`src/rtl/axi_wr_xfer_engine.sv`:
```
// Single-burst AXI write engine behind the 8-way submaster arbiter: latches the granted
// submaster's request, runs AW/W/B on the shared master port, then pulses xfer_done for it.
module axi_wr_xfer_engine #(
  parameter int ADDR_W = 32,
  parameter int DATA_W = 32
) (
  input  logic                  clk,
  input  logic                  reset,
  input  logic [7:0]            grant,
  input  logic [8*ADDR_W-1:0]   req_addr_flat,
  input  logic [63:0]           req_len_flat,
  input  logic [8*DATA_W-1:0]   sm_wdata_flat,
  input  logic [7:0]            sm_wvalid,
  output logic [7:0]            sm_wready,
  output logic [7:0]            xfer_done,
  output logic [7:0]            xfer_err,
  output logic                  busy,
  output logic [ADDR_W-1:0]     awaddr,
  output logic [7:0]            awlen,
  output logic [2:0]            awsize,
  output logic [1:0]            awburst,
  output logic [2:0]            awid,
  output logic                  awvalid,
  input  logic                  awready,
  output logic [DATA_W-1:0]     wdata,
  output logic [DATA_W/8-1:0]   wstrb,
  output logic                  wlast,
  output logic                  wvalid,
  input  logic                  wready,
  input  logic [2:0]            bid,
  input  logic [1:0]            bresp,
  input  logic                  bvalid,
  output logic                  bready
);
  localparam logic [2:0] AWSIZE = 3'($clog2(DATA_W/8));

  typedef enum logic [2:0] {IDLE, ADDR, DATA, RESP, DONE} state_t;

  state_t              state_q, state_d;
  logic [2:0]          idx_q, idx_d;
  logic [ADDR_W-1:0]   addr_q, addr_d;
  logic [7:0]          len_q, len_d;
  logic [7:0]          beat_q, beat_d;
  logic                berr_q, berr_d;
  logic [2:0]          sel;
  logic                w_hs;

  always_ff @(posedge clk or posedge reset) begin
    if (reset) begin
      state_q <= IDLE;
      idx_q   <= '0;
      addr_q  <= '0;
      len_q   <= '0;
      beat_q  <= '0;
      berr_q  <= 1'b0;
    end else begin
      state_q <= state_d;
      idx_q   <= idx_d;
      addr_q  <= addr_d;
      len_q   <= len_d;
      beat_q  <= beat_d;
      berr_q  <= berr_d;
    end
  end

  always_comb begin
    state_d   = state_q;
    idx_d     = idx_q;
    addr_d    = addr_q;
    len_d     = len_q;
    beat_d    = beat_q;
    berr_d    = berr_q;
    sm_wready = '0;
    xfer_done = '0;
    xfer_err  = '0;
    busy      = (state_q != IDLE);
    awaddr    = '0;
    awlen     = '0;
    awsize    = '0;
    awburst   = '0;
    awid      = '0;
    awvalid   = 1'b0;
    wdata     = '0;
    wstrb     = '0;
    wlast     = 1'b0;
    wvalid    = 1'b0;
    bready    = 1'b0;
    w_hs      = 1'b0;

    // Multi-hot grant is illegal; resolve it to the lowest index anyway.
    sel = '0;
    for (int i = 7; i >= 0; i--)
      if (grant[i]) sel = 3'(i);

    unique case (state_q)
      IDLE: if (|grant) begin
        idx_d   = sel;
        addr_d  = req_addr_flat[sel*ADDR_W +: ADDR_W];
        len_d   = req_len_flat[sel*8 +: 8];
        state_d = ADDR;
      end
      ADDR: begin
        awvalid = 1'b1;
        awaddr  = addr_q;
        awlen   = len_q;
        awsize  = AWSIZE;
        awburst = 2'b01;
        awid    = idx_q;
        if (awready) begin
          beat_d  = '0;
          state_d = DATA;
        end
      end
      DATA: begin
        wvalid           = sm_wvalid[idx_q];
        sm_wready[idx_q] = wready;
        wdata            = sm_wdata_flat[idx_q*DATA_W +: DATA_W];
        wstrb            = '1;
        wlast            = (beat_q == len_q);
        w_hs             = sm_wvalid[idx_q] & wready;
        if (w_hs) begin
          beat_d = beat_q + 8'd1;
          if (beat_q == len_q) state_d = RESP;
        end
      end
      RESP: begin
        bready = 1'b1;
        // A response carrying another master's id is treated as a failed transfer.
        if (bvalid) begin
          berr_d  = bresp[1] | (bid != idx_q);
          state_d = DONE;
        end
      end
      DONE: begin
        xfer_done[idx_q] = 1'b1;
        xfer_err[idx_q]  = berr_q;
        state_d          = IDLE;
      end
      default: state_d = IDLE;
    endcase
  end
endmodule

```
`config.mk`:
```
export PLATFORM = sky130hd
export DESIGN_NAME = axi_wr_xfer_engine
export DESIGN_NICKNAME = d
export VERILOG_FILES = /design/src/rtl/axi_wr_xfer_engine.sv
export SDC_FILE = /design/constraint.sdc
export NUM_CORES = 1
export LEC_CHECK = 0
export CAP_MARGIN = 20
export CORE_AREA = 2 2 281 283
export DETAILED_ROUTE_END_ITERATION = 7
export DIE_AREA = 0 0 283 285
export PLACE_DENSITY_LB_ADDON = 0.3
export SETUP_SLACK_MARGIN = 0.15
export SYNTH_ARGS = -nofsm -noshare
export SYNTH_HDL_FRONTEND = slang
export SYNTH_SLANG_ARGS = --single-unit
```
`constraint.sdc`:
```
create_clock -name clk -period 3.3 [get_ports clk]
set_clock_uncertainty 0.15 [all_clocks]
set_input_delay 0.99 -clock clk [delete_from_list [all_inputs] [get_ports clk]]
set_output_delay 0.99 -clock clk [all_outputs]
set_load 0.02 [all_outputs]
```
## Word-level counts from Yosys, hierarchy flattened

Index checks and enable logic that the tools add are counted.

- Input port bits: 602
- Output and inout port bits: 113
- Logic and storage cells: 71
- Bits in registers: 55

- Eq/ne operators: 11
- Shift operators: 3
- Mux-type cells: 35
- $add $sub $neg: 1
- $lt $le $gt $ge: 2
- Reductions and logical operators: 9
- Bitwise gates (word level): 4

Operators with widths:

| kind | number |
|---|---|
| $shiftx 256x9->32 | 2 |
| $mux 32 | 2 |
| $shiftx 64x7->8 | 1 |
| $mux 8 | 6 |
| $mux 3 | 14 |
| $and 8x8->8 | 2 |
| $pmux 8 s2 | 1 |
| $pmux 3 s4 | 1 |
| $ne 2x2->1 const B | 5 |
| $add 8x1->8 const B | 1 |
| $eq 8x8->1 | 1 |
| $reduce_or 8->1 | 1 |
| $mux 1 | 7 |
| $eq 3x2->1 const B | 2 |
| $reduce_and 5->1 | 1 |
| $lt 3x4->1 const B | 1 |
| $mux 4 | 1 |
| $reduce_and 2->1 | 2 |
| $bmux 1 s3 | 1 |
| $demux 1 s3 | 1 |
| $eq 3x1->1 const B | 1 |
| $eq 3x3->1 const B | 1 |
| $ge 3x1->1 const B | 1 |
| $logic_not 3->1 | 1 |
| 8 further kinds | 8 |

## Longest topological paths before layout

Gate-level depths: netlist of the first run.

- Depth after elaboration: 9
- Depth in mapped cells: 9
- Mapped depth without buffers: 6

## Worst setup path before layout of the first run

Ideal clock, no wire load.

- Path kind: reg-to-output
- Start point: reg idx_q[0]
- End point: out wdata[22]
- Cell stages (with the launch flop): 8
- Setup slack: 0.252 ns
- Arrival time: 1.908 ns
- Data required time: 2.160 ns
- Path through: dfrtp_1 buf_2 nor2b_1 nor2b_1 buf_2 buf_2 a22oi_1 a41oi_1

- Word-level cells in the longest chain between the ends: 2

Ends and longest elaborated chain:

| element | line | text |
|---|---|---|
| start, declared | 40 | `logic [2:0] idx_q, idx_d;` |
| start signal, assigned | 58 | `idx_q <= idx_d;` |
| $shiftx 256x9->32 | 117 | `wdata = sm_wdata_flat[idx_q*DATA_W +: DATA_W];` |
| $mux 32 | 95 | `unique case (state_q)` |
| end, declared | 25 | `output logic [DATA_W-1:0] wdata,` |

Every way passes these cells.

## Worst setup path in the final report of the first run

- Start point: in sm_wdata_flat[75]
- End point: out wdata[11]

- Word-level cells in the longest chain between the ends: 2

Ends and longest elaborated chain:

| element | line | text |
|---|---|---|
| start, declared | 12 | `input logic [8*DATA_W-1:0] sm_wdata_flat,` |
| $shiftx 256x9->32 | 117 |  |
| $mux 32 | 95 |  |

Every way passes these cells.

==> results of run 1 <==
placed cells by master (no fill, tap or decap), drive strengths merged, types with 5 or more instances in the layout:
cell type and n:
nand2 61, a21oi 6, o31ai 6, mux2i 84
and2 49, diode 5, a22oi 112, o221ai 39
clkbuf 17, dfrtp 55, nor2b 48, a41oi 23
o21ai 6, inv 5, dlygate4sd2 79, nor4 6
a222oi 39, a31oi 12, nand2b 5, a22o 48
nand3 6, xor2 11, nor3 8, buf 237
nand4 41, nor2 34, o211a 39, clkdlybuf4s50 572
a221oi 9
repair_timing:
action                     CTS  global route
cloned                       2             2
setup endpoints to repair  109            54
gates resized for setup    259            99
pin swaps                   40            52
setup buffers               30            22
power by group:
part | internal, W | switching [W]
sequential | 0.000954 | 0.000234
combinational | 0.00359 | 0.00344
clock | 0.000438 | 0.000328
total | 0.00498 | 0.00400
through the flow:
stage	hold slack (ns)	worst slack, ns	util	TNS, ns	total power [W]
global route	0.411	-0.188	0.237	-2.74	0.00952
global placement	0.338	-0.587	0.217	-10.41	0.00727
detailed placement	0.351	-0.567	0.217	-13.31	0.00729
CTS	0.376	-0.152	0.230	-2.18	0.00865
finish	0.373	-0.140	0.237	-1.10	0.00899
floorplan	0.299	0.252	-	0	0.00364
worst max path at each step:
stage,to,depth (start not counted)
after detailed placement,wdata[6],5
after global placement,wdata[6],5
after floorplan,wdata[22],7
after CTS,wdata[11],9
after global routing,wdata[19],9
final,wdata[11],5
state kept, by name (all words and copies together) (netlist names):
register and count:
addr_q 32, state_q 3, beat_q 8, berr_q 1, len_q 8, idx_q 3
area by class of cell:
| class | count | area share |
|---|---|---|
| timing repair buffer | 906 | 0.504 |
| antenna | 5 | 0.000676 |
| clock inverter | 3 | 0.00365 |
| sequential | 55 | 0.0748 |
| tap | 1050 | 0.0710 |
| inverter | 7 | 0.00169 |
| multi-input combinational | 718 | 0.337 |
| clock buffer | 5 | 0.00676 |
kinds of logic after synthesis:
| kind of cell | after synthesis | synth area share |
|---|---|---|
| compound gates | 346 | 0.399 |
| simple gates | 270 | 0.201 |
| buf+inv | 127 | 0.0767 |
| mux | 86 | 0.118 |
| flops | 55 | 0.189 |
| xor+xnor | 12 | 0.0144 |
| fa+ha+maj | 1 | 0.00172 |
| other cells | 1 | 0.000514 |
per-layer routing:
| metal | wire [um] | track usage |
|---|---|---|
| met1 | 25900 | 0.177 |
| met2 | 36900 | 0.314 |
| met3 | 4870 | 0.0411 |
| met4 | 2110 | 0.0435 |
| met5 | 94 | 0 |
==> impl_metrics.json, run 1 <==
{
  "finalHoldViolCount": 0,
  "fp-row-count": 103,
  "slew_headroom": 0.455,
  "grt_pass1_vias": 12318,
  "slew_viol_final": 0,
  "path_buf_inv": 3,
  "p_per_area_mw_per_mm2": 486,
  "regArea_mm2": 0.00138,
  "fmax_ghz": 0.291,
  "fillers": 8504,
  "hp-class": "flop to flop",
  "drt_pre_antenna_iters": 8,
  "crit_chain": "clkdlybuf4s50_1 -> a22oi_2 -> a41oi_4 -> buf_6 -> buf_12",
  "critPathArrivalTime_ns": 2.30,
  "syn_inst": 898,
  "dp_cells": 2680,
  "multi_input_area_mm2": 0.00623,
  "cp-end-kind": "primary output",
  "rsz0062_at_grt": "yes",
  "synthToLayoutAreaGrowth_pct": 154,
  "die_h_um": 285,
  "top_level_ports": 715,
  "drt_iter0_markers": 662,
  "ctsLongestPathBuffers": 2,
  "start_util": 0.0935,
  "viasPerCell": 4.20,
  "max-cap-violations": 0,
  "r2r_end": "state_q[0]$_DFFE_PP0P_",
  "netlist_top_cells_area": "dfrtp_1 (19%), a22oi_1 (12%), mux2i_1 (12%)",
  "fin_area_mm2": 0.0185,
  "ant_nets": 0,
  "instances_no_fill": 2749,
  "wire_per_inst_um": 25.4,
  "start_kind": "input port",
  "grt_max_degree": 68,
  "place_area_mm2": 0.0169,
  "startpoint": "sm_wdata_flat[75]",
  "fin_crit_sh": 1.04,
  "die_w_um": 283,
  "synthFlopType": "dfrtp_1",
  "num_vias": 11553,
  "critical-path-top-delay-family": "buffers and inverters",
  "cts_root_buffer": "clkbuf_16",
  "peakVddDrop_v": 0.000257,
  "antenna_found_initial": 15,
  "die-area_mm2": 0.0807,
  "io_buffers": 710,
  "cpMaxStageDelayCell": "clkdlybuf4s50_1",
  "ff2ff_setup_slack_ns": 0.46,
  "max_stage_delay_ns": 0.61,
  "worst_pin_slew_ns": 0.816,
  "netlist.area_leader.share": 0.189,
  "ys.warnings.count": 0,
  "ys_types": 50,
  "critical_path_class": "input port to primary output",
  "h-tree-depth": 2,
  "hold_depth": 1,
  "min_from": "addr_q[0]$_DFFE_PP0P_",
  "min_period_ns": 3.44,
  "ys_ff_latch": 55,
  "synth_common_cells": "a22oi_1 (112), mux2i_1 (84), clkbuf_1 (79)",
  "synth_most_common_cell": "a22oi_1",
  "worstPathMaxFanout": 1,
  "syn_area_per_cell_um2": 8.12,
  "nNetsFinal": 2296,
  "dp_hpwl_um": 57100,
  "grt_pass1_wl_um": 95200,
  "synth_seq_area_share": 0.189,
  "cts.clk_slew.worst_paths_ns": 0.10,
  "clk_latency_ns": 0.32,
  "p_leak_nw": 7.23,
  "clkSinkCount": 55,
  "cts_hold_buf": 0,
  "place_congestion": 0.952,
  "drc_errors": 1,
  "synth_edf_count": 0,
  "cts_tree": "done",
  "synth-async-reset-ratio": 1.00,
  "min_to": "addr_q[0]$_DFFE_PP0P_",
  "setup_slack_ns": -0.140,
  "grt_use_total": 0.164,
  "finalSetupViolCount": 18,
  "core-area_mm2": 0.0780,
  "grt-ovfl-total": 0,
  "netlist_area_mm2": 0.00729,
  "status": "complete, but fails checks",
  "drive_above_1_share": 0.236,
  "r2r_start": "idx_q[1]$_DFFE_PP0P_",
  "routed_wl_um": 69900,
  "synth_top_cell_by_area": "dfrtp_1",
  "reg2regPathDepth": 14,
  "crit_required_ns": 2.16,
  "violations": "design-rule violations, negative setup slack",
  "cts_made_buffers": 5
}
Note: power is estimated with default switching activity, not from simulation.
==> run 2, diff against run 1 <==
- CAP_MARGIN: 20 -> 40
- CORE_AREA: 2 2 281 283 -> 2 2 280 282
- DIE_AREA: 0 0 283 285 -> 0 0 282 284
- clock period: 3.3 -> 4.4 ns (I/O delays scaled with it)
==> impl_metrics.json, run 2 (synthesis gave the netlist of run 1 again) <==
{
  "critPathArrivalTime_ns": 2.73,
  "mostFrequentLayoutCells": "clkdlybuf4s50_1 (668), a22oi_1 (108), mux2i_1 (84)",
  "fp-row-count": 102,
  "cts.clk_slew.worst_paths_ns": 0.09,
  "nNetsFinal": 2163,
  "ctsLongestPathBuffers": 2,
  "setup_slack_ns": 0.198,
  "grt_use_total": 0.156,
  "drive_above_1_share": 0.0801,
  "crit_required_ns": 2.93,
  "grt_max_degree": 66,
  "rsz0062_at_grt": "no",
  "fin_crit_sh": 0.955,
  "critical_path_class": "input port to primary output",
  "num_vias": 11039,
  "max_flop_register": "addr_q",
  "drt_pre_antenna_iters": 6,
  "finalHoldViolCount": 0,
  "place_area_mm2": 0.0160,
  "grt-ovfl-total": 0,
  "p_leak_nw": 6.00,
  "max-cap-violations": 0,
  "routed_wl_um": 66400,
  "ff2ff_setup_slack_ns": 1.49,
  "wire_per_inst_um": 25.4,
  "clkSinkCount": 55,
  "drt_iter0_markers": 633,
  "setup_tns_ns": 0,
  "dp_hpwl_um": 54600,
  "clk_latency_ns": 0.34,
  "die-area_mm2": 0.0801,
  "final_common_cell": "clkdlybuf4s50_1",
  "grt_pass1_vias": 11814,
  "finalSetupViolCount": 0,
  "drc_errors": 0,
  "start_kind": "input port",
  "start_util": 0.0948,
  "cts_tree": "done",
  "io_buffers": 710,
  "viasPerCell": 4.23,
  "fin_area_mm2": 0.0162,
  "place_congestion": 0.879,
  "worst_pin_slew_ns": 0.701,
  "slew_viol_final": 0,
  "reg.largest.list": "addr_q: 32 flops, beat_q: 8 flops, len_q: 8 flops",
  "grt_pass1_wl_um": 88800,
  "peakVddDrop_v": 0.000263,
  "max_stage_delay_ns": 0.47,
  "h-tree-depth": 2,
  "synthToLayoutAreaGrowth_pct": 123,
  "min_period_ns": 4.20,
  "die_w_um": 282,
  "fillers": 8487,
  "p_per_area_mw_per_mm2": 337,
  "largest_register_ffs": 32,
  "slew_headroom": 0.532,
  "cpMaxStageDelayCell": "clkdlybuf4s50_1",
  "crit_chain": "clkdlybuf4s50_1 -> a22o_1 -> a221oi_1 -> buf_4 -> a31oi_1 -> clkbuf_2",
  "core-area_mm2": 0.0770,
  "die_h_um": 284,
  "cts_root_buffer": "clkbuf_16",
  "dp_slack_ns": -0.257,
  "antenna_found_initial": 20,
  "cts_made_buffers": 5,
  "fmax_ghz": 0.238,
  "hp-class": "flop to flop",
  "top_level_ports": 715,
  "cp-end-kind": "primary output",
  "fin_util": 0.211,
  "worstPathMaxFanout": 1,
  "power_w": 0.00547,
  "ant_nets": 0,
  "status": "finished clean"
}
-- run 2: cell count changes in the layout (fill, tap and decap cells not counted), sizes merged --
cell / change
bufinv: -2
bufbuf: -1
dlygate4sd2: -62
clkdlybuf4s15: -1
dlymetal6s2s: -3
inv: +2
clkbuf: -11
diode: +3
clkdlybuf4s50: +96
buf: -151
-- run 2: final cells by class --
cell class	instances	area (um^2)	area share
diodes	8	20.0	0.00123
clock buffers	5	125	0.00771
clock inverters	3	25.0	0.00154
inverters	7	31.3	0.00193
multi-input cells	718	5500	0.339
flip-flops and latches	55	1380	0.0849
well taps	1040	1300	0.0802
repair buffers	773	7850	0.484
-- run 2: report_power, final --
part | total (W) | switching (W) | leakage [nW] | internal, W
Sequential | 0.000891 | 0.000180 | 0.698 | 0.000711
Clock | 0.000497 | 0.000278 | 0.0709 | 0.000219
Combinational | 0.00408 | 0.00216 | 5.23 | 0.00193
Total | 0.00547 | 0.00261 | 6.00 | 0.00286
-- run 2: critical path, delay by kind of cell --
family	cells	cell delay (ns)
compound gates	3	0.57
buf+inv	3	0.84
-- run 2: routing by layer --
layer	track usage	part of all wire	up-vias
met4	0.0830	0.046	12
met3	0.0354	0.074	97
li1	-	-	4970
met2	0.288	0.52	611
met5	0	0.0012	-
met1	0.162	0.36	5349
-- run 2: path summary, 6_finish.rpt --
kind                                          end                 start  cells past startpoint
setup / recovery                         wdata[3]    sm_wdata_flat[227]                      6
max in group asynchronous  addr_q[26]$_DFFE_PP0P_                 reset                      3
setup reg to reg            beat_q[6]$_DFFE_PP0P_  idx_q[1]$_DFFE_PP0P_                      9
hold reg to reg                berr_q$_DFFE_PP0P_    berr_q$_DFFE_PP0P_                      2
min in group asynchronous   addr_q[5]$_DFFE_PP0P_                 reset                      2
hold / removal                 berr_q$_DFFE_PP0P_    berr_q$_DFFE_PP0P_                      2
-- run 2: what timing repair did --
| action | 4_1_cts | 5_1_grt |
|---|---|---|
| resized for setup | 27 | 6 |
| endpoints found under the setup margin | 24 | 6 |
| buffers inserted | 1 | 1 |
| hold buffers | 0 | 0 |
| pin swaps | 2 | 2 |
-- run 2: metrics by stage --
stage	cells	hold slack, ns
after CTS	2600	0.372
after global routing	2608	0.409
final	2609	0.367
after floorplan	900	0.299
after global placement	2590	0.340
after detailed placement	2591	0.345
==> run 3, diff against run 2 <==
- CTS_CLUSTER_SIZE: not set -> 12
- PLACE_DENSITY_LB_ADDON: 0.3 -> 0.08
==> impl_metrics.json, run 3 (synthesis gave the netlist of run 1 again) <==
{
  "status": "complete, but fails checks",
  "violations": "design-rule violations",
  "critPathArrivalTime_ns": 2.76,
  "cts_root_buffer": "clkbuf_16",
  "min_period_ns": 4.23,
  "top_level_ports": 715,
  "route.met2.wl_um": 36000,
  "synthToLayoutAreaGrowth_pct": 121,
  "mostFrequentLayoutCells": "clkdlybuf4s50_1 (664), a22oi_1 (111), mux2i_1 (84)",
  "antenna_found_initial": 18,
  "cp-endpoint": "wdata[16]",
  "die_w_um": 282,
  "slew_headroom": 0.522,
  "num_vias": 10812,
  "start_kind": "input port",
  "critical_path_class": "input port to primary output",
  "die-area_mm2": 0.0801,
  "worstPathMaxFanout": 1,
  "start_util": 0.0948,
  "startpoint": "sm_wdata_flat[144]",
  "max_flop_register": "addr_q",
  "routed_wl_um": 68900,
  "max-cap-violations": 0,
  "reg2regPathDepth": 6,
  "drive_above_1_share": 0.0714,
  "place_area_mm2": 0.0159,
  "core-area_mm2": 0.0770,
  "finalHoldViolCount": 0,
  "path_buf_inv": 2,
  "ant_nets": 0,
  "wl_met1_um": 25800,
  "final_common_cell": "clkdlybuf4s50_1",
  "r2r_start": "state_q[1]$_DFFE_PP0P_",
  "hp-class": "flop to flop",
  "cp-end-kind": "primary output",
  "highest_layer": "met5",
  "grt_pass1_vias": 11502,
  "grt_max_degree": 56,
  "cts_tree": "done",
  "grt_pass1_wl_um": 92600,
  "p_leak_nw": 6.08,
  "fmax_ghz": 0.236,
  "grt_use_total": 0.164,
  "r2r_end": "addr_q[7]$_DFFE_PP0P_",
  "fin_area_mm2": 0.0161,
  "cts.clk_slew.worst_paths_ns": 0.10,
  "ff2ff_setup_slack_ns": 1.31,
  "drt_iter0_markers": 645,
  "largest_register_ffs": 32,
  "clk_latency_ns": 0.35,
  "wire_per_inst_um": 26.4,
  "rsz0062_at_grt": "yes",
  "slew_viol_final": 0,
  "p_per_area_mw_per_mm2": 334,
  "die_h_um": 284,
  "crit_required_ns": 2.93,
  "cts_made_buffers": 5,
  "cpMaxStageDelayCell": "clkdlybuf4s50_1",
  "grt-ovfl-total": 0,
  "io_buffers": 710,
  "viasPerCell": 4.14,
  "reg.largest.list": "addr_q: 32 flops, beat_q: 8 flops, len_q: 8 flops",
  "cp.depth": 5,
  "finalSetupViolCount": 0,
  "clkSinkCount": 55,
  "drt_pre_antenna_iters": 8,
  "ctsLongestPathBuffers": 2,
  "setup_tns_ns": 0,
  "nNetsFinal": 2170,
  "dp_hpwl_um": 55800,
  "fp-row-count": 102,
  "fin_crit_sh": 0.962,
  "drc_errors": 19,
  "crit_chain": "clkdlybuf4s50_1 -> a22o_1 -> a221oi_1 -> a31oi_1 -> dlygate4sd2_1",
  "wl_met3_um": 6130,
  "critical-path-top-delay-family": "buffers and inverters",
  "place_congestion": 0.814,
  "max_stage_delay_ns": 0.51,
  "worst_pin_slew_ns": 0.716,
  "h-tree-depth": 2,
  "peakVddDrop_v": 0.000212
}
-- run 3: final cells by class --
class	instances	area (um^2)
Clock inverter	3	33.8
Timing Repair Buffer	780	7750
Multi-Input combinational cell	718	5470
Clock buffer	5	125
Tap cell	1040	1300
Sequential cell	55	1380
Antenna cell	6	15.0
Fill cell	8543	60900
Inverter	7	31.3
-- run 3: worst min path at each step --
stage                          start                     to  slack (ns)  cells after the start
6_report          berr_q$_DFFE_PP0P_     berr_q$_DFFE_PP0P_        0.35                      2
5_1_grt        addr_q[0]$_DFFE_PP0P_  addr_q[0]$_DFFE_PP0P_        0.41                      1
4_1_cts           berr_q$_DFFE_PP0P_     berr_q$_DFFE_PP0P_        0.36                      2
3_5_place_dp      berr_q$_DFFE_PP0P_     berr_q$_DFFE_PP0P_        0.33                      2
3_3_place_gp      berr_q$_DFFE_PP0P_     berr_q$_DFFE_PP0P_        0.33                      2
2_1_floorplan     berr_q$_DFFE_PP0P_     berr_q$_DFFE_PP0P_        0.30                      2
-- run 3: where the power goes --
part | leakage (nW) | internal, W | switching (W)
combinational | 5.31 | 0.00188 | 0.00206
clock | 0.0772 | 0.000223 | 0.000293
sequential | 0.698 | 0.000711 | 0.000207
-- run 3: worst min-delay path, stage by stage (launching register included) --
cell and delay, ns:
dfrtp_1 0.36, nand2_1 0.05, o21ai_0 0.06
-- run 3: repair_timing --
item,CTS,global route
hold endpoints to repair,0,0
gates cloned,0,0
setup endpoints to repair,52,13
resized for setup,50,15
hold buffers,0,0
setup buffers,3,0
pin swaps,1,0
-- run 3: through the flow --
| step | total power, W | utilization | worst slack [ns] | hold slack, ns | cells |
|---|---|---|---|---|---|
| final | 0.00538 | 0.209 | 0.169 | 0.348 | 2614 |
| after CTS | 0.00556 | 0.209 | 0.0759 | 0.359 | 2608 |
| after detailed placement | 0.00499 | 0.206 | -0.196 | 0.334 | 2597 |
| after global placement | 0.00498 | 0.206 | -0.192 | 0.334 | 2597 |
| after global routing | 0.00579 | 0.209 | 0.143 | 0.410 | 2613 |
| after floorplan | 0.00273 | - | 0.928 | 0.299 | 900 |
-- run 3: routing by layer --
metal	GRT usage	up-vias
met2	0.305	487
met1	0.176	5299
met4	0.0346	16
met5	0	-
met3	0.0560	43
li1	-	4967
==> RTL change 1: new RTL, config.mk and constraints of run 1 <==
Encoding of `state_t`: now one-hot (5 bits for 5 states).
--- a/src/rtl/axi_wr_xfer_engine.sv
+++ b/src/rtl/axi_wr_xfer_engine.sv
@@ -36,3 +36,3 @@
 
-  typedef enum logic [2:0] {IDLE, ADDR, DATA, RESP, DONE} state_t;
+  typedef enum logic [4:0] {IDLE = 5'b00001, ADDR = 5'b00010, DATA = 5'b00100, RESP = 5'b01000, DONE = 5'b10000} state_t;
 
Behaviour: no difference found for any inputs over 4 cycles, from zero or initial values and one cycle with reset high; so few cycles prove little.
==> RTL change 1 against run 1 <==
The flow finishes with violations (negative setup slack); final area up 0.70%; die area did not move; wire length decreased by 2.7%; worst setup slack got worse by 130 ps; sequential cell count grew 2; largest power group unchanged; register-to-register slack better by 90 ps; synthesized area is 5.9% lower; largest cell class unchanged; non-clock buffer count grew 12; count of clock-buffer cells in the layout grew 6; highest routed layer unchanged; total power rose by 0.83%.
==> RTL change 1: results (changes against run 1) <==
Synth Area in XOR/XNOR 1.91% (+0.47 points); Synth area leaders dfrtp_1 (20%), mux2_2 (13%), mux2i_1 (12%); Slew HR 62.5% (+17 points); worst setup margin -271 ps (-131 ps); Cell variety after synth 49 (-2.0%); post-place setup slack -684 ps (-117 ps); status finished with violations; P_leak 7.04 nW (-2.6%); # nets final 2233 (-2.7%); asr flop ratio synth 100% (unchanged); crit-path max FO 7 (+6); failing checks negative setup slack; dpl hpwl 56000 µm (-2.0%); first-pass GRT wire length 92200 µm (-3.2%); pin count of the biggest net entering global routing 36 (-47%); Setup Total Neg Slack -5570 ps (-4470 ps); post-DR vias/cell 3.96 (-5.9%); DR WL/cell 25.3 µm (-0.69%); Final Setup Violations 32 (+14); multiplexer share of the synthesized area 25.7% (+14 points); DRT iter0 DRCs 409 (-38%); number of global-route vias before repair 11732 (-4.8%); initial antenna violation count 29 (+14); final wirelength 68000 µm (-2.7%); Cells after DPL 2606 (-2.8%); Crit path largest cell delay 410 ps (-200 ps); critical path's slowest cell dfrtp_1; placed cell area 16800 µm² (-0.73%); WL met3 4500 µm (-7.7%); Worst-path clk slew 60 ps (-40 ps); met3 Use GR 4.00% (-0.11 points); met2 Track Usage GR 31.5% (+0.11 points); Synth top cells by count mux2i_1 (85), mux2_2 (77), a22oi_1 (66); global placement routability congestion 0.928 (-2.5%); share of layout cells above drive strength 1 31.6% (+8.0 points); GRT Util Overall 16.0% (-0.35 points); post-synthesis compound-gate area fraction 30.7% (-9.2 points); Met2 Wirelength 36900 µm (+0.14%); Num CTS Buffers 9 (+4); adder-cell area share of the yosys netlist 0.182% (+0.011 points); CP Data Arrival Time 2430 ps (+130 ps); Met1 Wirelength 25000 µm (-3.6%); CTS H-tree depth 3 (+1); GR Util met1 16.9% (-0.82 points)
==> RTL change 1: cell count changes after synthesis, moves of 9 or more <==
cell	delta
nand4_1	-35
a22o_1	-17
nor2_1	+9
a222oi_1	-39
clkbuf_1	-23
a31oi_1	+19
a41oi_1	-22
mux2_2	+75
a221o_1	+37
a22oi_1	-46
o211a_1	-39
nor2b_1	-46
a221oi_1	+22
==> RTL change 1: what timing repair did <==
action,4_1_cts,5_1_grt
gates cloned,4,2
endpoints found under the setup margin,101,121
resized for setup,326,88
pin swaps,51,34
buffers inserted,46,12
==> RTL change 1: cell families (layout without fill, tap and decap cells) <==
group / after synthesis / in the layout
adders and majority gates: 1 / 1
DFF: 57 / 57
AOI/OAI and AO/OA: 261 / 261
other: 1 / 11
muxes: 164 / 164
and+or+nand+nor: 191 / 191
buffers and inverters: 98 / 943
xor gates and xnor gates: 15 / 15
==> RTL change 1: report_power, final <==
group	switching, mW	internal, mW	leakage (nW)
combinational	3.13	3.57	6.16
sequential	0.243	0.989	0.718
clock	0.424	0.701	0.162
==> RTL change 1: final timing paths <==
check                          from          to  slack (ps)  cells past startpoint
hold / removal               berr_q      berr_q         340                      2
setup reg to reg           idx_q[0]   beat_q[6]         550                     11
min in group asynchronous     reset  state_q[4]         900                      3
hold reg to reg              berr_q      berr_q         340                      2
max in group asynchronous     reset    len_q[5]        1620                      3
setup / recovery           idx_q[2]   wdata[17]        -270                      9
==> RTL change 1: layout make-up <==
cell class | count | area [µm²]
Fill cell | 8412 | 59300
Timing Repair Buffer | 918 | 9600
Multi-Input combinational cell | 635 | 5900
Sequential cell | 57 | 1430
Tap cell | 1050 | 1310
Clock buffer | 11 | 253
Clock inverter | 5 | 77.6
Inverter | 9 | 35.0
Antenna cell | 8 | 20.0
==> RTL change 2: new RTL, settings of run 1 <==
Made on the original files. Set the parameter `ADDR_W` to 16 (it was 32).
--- a/src/rtl/axi_wr_xfer_engine.sv
+++ b/src/rtl/axi_wr_xfer_engine.sv
@@ -3,3 +3,3 @@
 module axi_wr_xfer_engine #(
-  parameter int ADDR_W = 32,
+  parameter int ADDR_W = 16,
   parameter int DATA_W = 32
Interface: changed (resized awaddr and req_addr_flat); port bits go from 715 to 571. The function was not compared with the original's and may differ.
==> RTL change 2 against run 1 <==
The flow finishes with violations (negative setup slack); count of clock-buffer cells in the layout is 1 higher; total power fell by 2.1%; synthesized cell count fell by 9.0%; sequential cell count down 16; worst setup slack worse by 110 ps; final area down 18%; synthesized area is 24% lower; maximum frequency shrank 3.0%; wire length is 9.1% lower; largest cell class unchanged; largest power group unchanged.
==> RTL change 2: results (changes against run 1) <==
status finished with violations; failing checks negative setup slack; placed cell area 13800 µm² (-18%); drt pass-1 iters 5 (-3); min-delay worst type reg2reg; share of layout cells above drive strength 1 25.9% (+2.2 points); Cell variety after synth 51 (+2.0%); CP Data Arrival Time 2410 ps (+110 ps); initial antenna violation count 24 (+9); DR WL/cell 25.0 µm (-1.6%); cell-internal power 4.65 mW (-6.7%); Met2 Wirelength 32400 µm (-12%); top sig layer met5; Crit path largest cell delay 450 ps (-160 ps); global placement routability congestion 0.990 (+3.9%); Ys Warns 0 (unchanged); Synth area leaders dfrtp_1 (18%), nand3_1 (9.2%), a22oi_1 (8.6%); combinational power share 82.5% (+4.3 points); post-synthesis sequential area ratio 17.6% (-1.3 points); first-pass GRT wire length 84500 µm (-11%); # fillers 8751 (+2.9%); clock-net power 0.636 mW (-17%); number of global-route vias before repair 10233 (-17%); critical path's slowest cell dfrtp_2; largest registers addr_q x16, beat_q x8, len_q x8; CTS H-tree depth 2 (unchanged); DRT iter0 DRCs 536 (-19%); Hold-fix buffers, CTS 0 (unchanged); clk_lat worst skew 310 ps; CP delay by family, top compound AO/OA/AOI/OAI gates; Setup Total Neg Slack -3900 ps (-2790 ps); GR Util met1 16.8% (-0.93 points); Worst VDD drop 0.000164 V (-36%); Worst-path clk slew 80 ps (-20 ps); GRT Util Overall 14.9% (-1.5 points); vias post-DR 9896 (-14%); root buf cell clkbuf_16; Num CTS Buffers 5 (unchanged); input/output buffers 566 (-20%); Synth Flop Type dfrtp_1; WL met3 4440 µm (-8.9%); worst setup margin -247 ps (-107 ps); dpl hpwl 52700 µm (-7.7%); Clk network pwr share 7.2% (-1.3 points); P_leak 5.80 nW (-20%); # nets final 1955 (-15%); Synth top cells by count nand3_1 (102), o21ai_0 (77), a21oi_1 (76); CTS Buffer Depth 2 (unchanged); asr flop ratio synth 100% (unchanged); Final Setup Violations 32 (+14); Met1 Wirelength 24500 µm (-5.4%); crit-path max FO 5 (+4); met2 Track Usage GR 27.0% (-4.4 points); pin count of the biggest net entering global routing 49 (-28%); GR Overflow Total 0 (unchanged); met3 Use GR 3.84% (-0.27 points); Slew HR 56.6% (+11 points)
RTL change 2: changes by cell type after synthesis, sizes merged, moves of 39 or more:
cell	before	now
nand3	6	102
a22oi	112	64
a21oi	6	77
mux2i	84	9
o221ai	39	0
o211a	39	0
a222oi	39	0
nor2b	48	5
o21ai	6	77
RTL change 2: layout make-up:
cell class / instances / area (µm²) / share of cell area (%)
Inverter: 5 / 18.8 / 0.124
Sequential cell: 39 / 981 / 6.47
Clock buffer: 6 / 139 / 0.916
Multi-Input combinational cell: 672 / 4840 / 31.9
Timing Repair Buffer: 757 / 7820 / 51.6
Antenna cell: 7 / 17.5 / 0.116
Clock inverter: 2 / 35.0 / 0.231
Tap cell: 1050 / 1310 / 8.66
RTL change 2: what timing repair did:
action,in CTS,in global routing
pin swaps,35,66
setup buffers,29,17
cloned,2,3
endpoints found under the setup margin,91,67
resized for setup,242,109
RTL change 2: metrics by stage:
step	worst slack, ps	cells
after global placement	-632	2473
after global routing	-302	2537
after detailed placement	-642	2473
after CTS	-240	2512
final	-247	2538
after floorplan	155	819
RTL change 2: final timing paths:
path / startpoint / end / slack (ps) / cells after the start
hold reg to reg: beat_q[4] / beat_q[4] / 370 / 1
max in group asynchronous: reset / state_q[0] / 1410 / 3
hold / removal: beat_q[4] / beat_q[4] / 370 / 1
setup reg to reg: state_q[2] / len_q[5] / 820 / 8
setup / recovery: idx_q[2] / wdata[10] / -250 / 8
min in group asynchronous: reset / addr_q[13] / 940 / 2
RTL change 2: logic make-up after synthesis:
kind of cell    after synthesis  share of synthesized area, %
simple gates                297                          28.6
mux                          10                          2.03
flops                        39                          17.6
buf+inv                     108                          8.55
other cells                   1                        0.0674
fa+ha+maj                     1                         0.225
xor+xnor                     12                          1.89
compound gates              349                          41.1
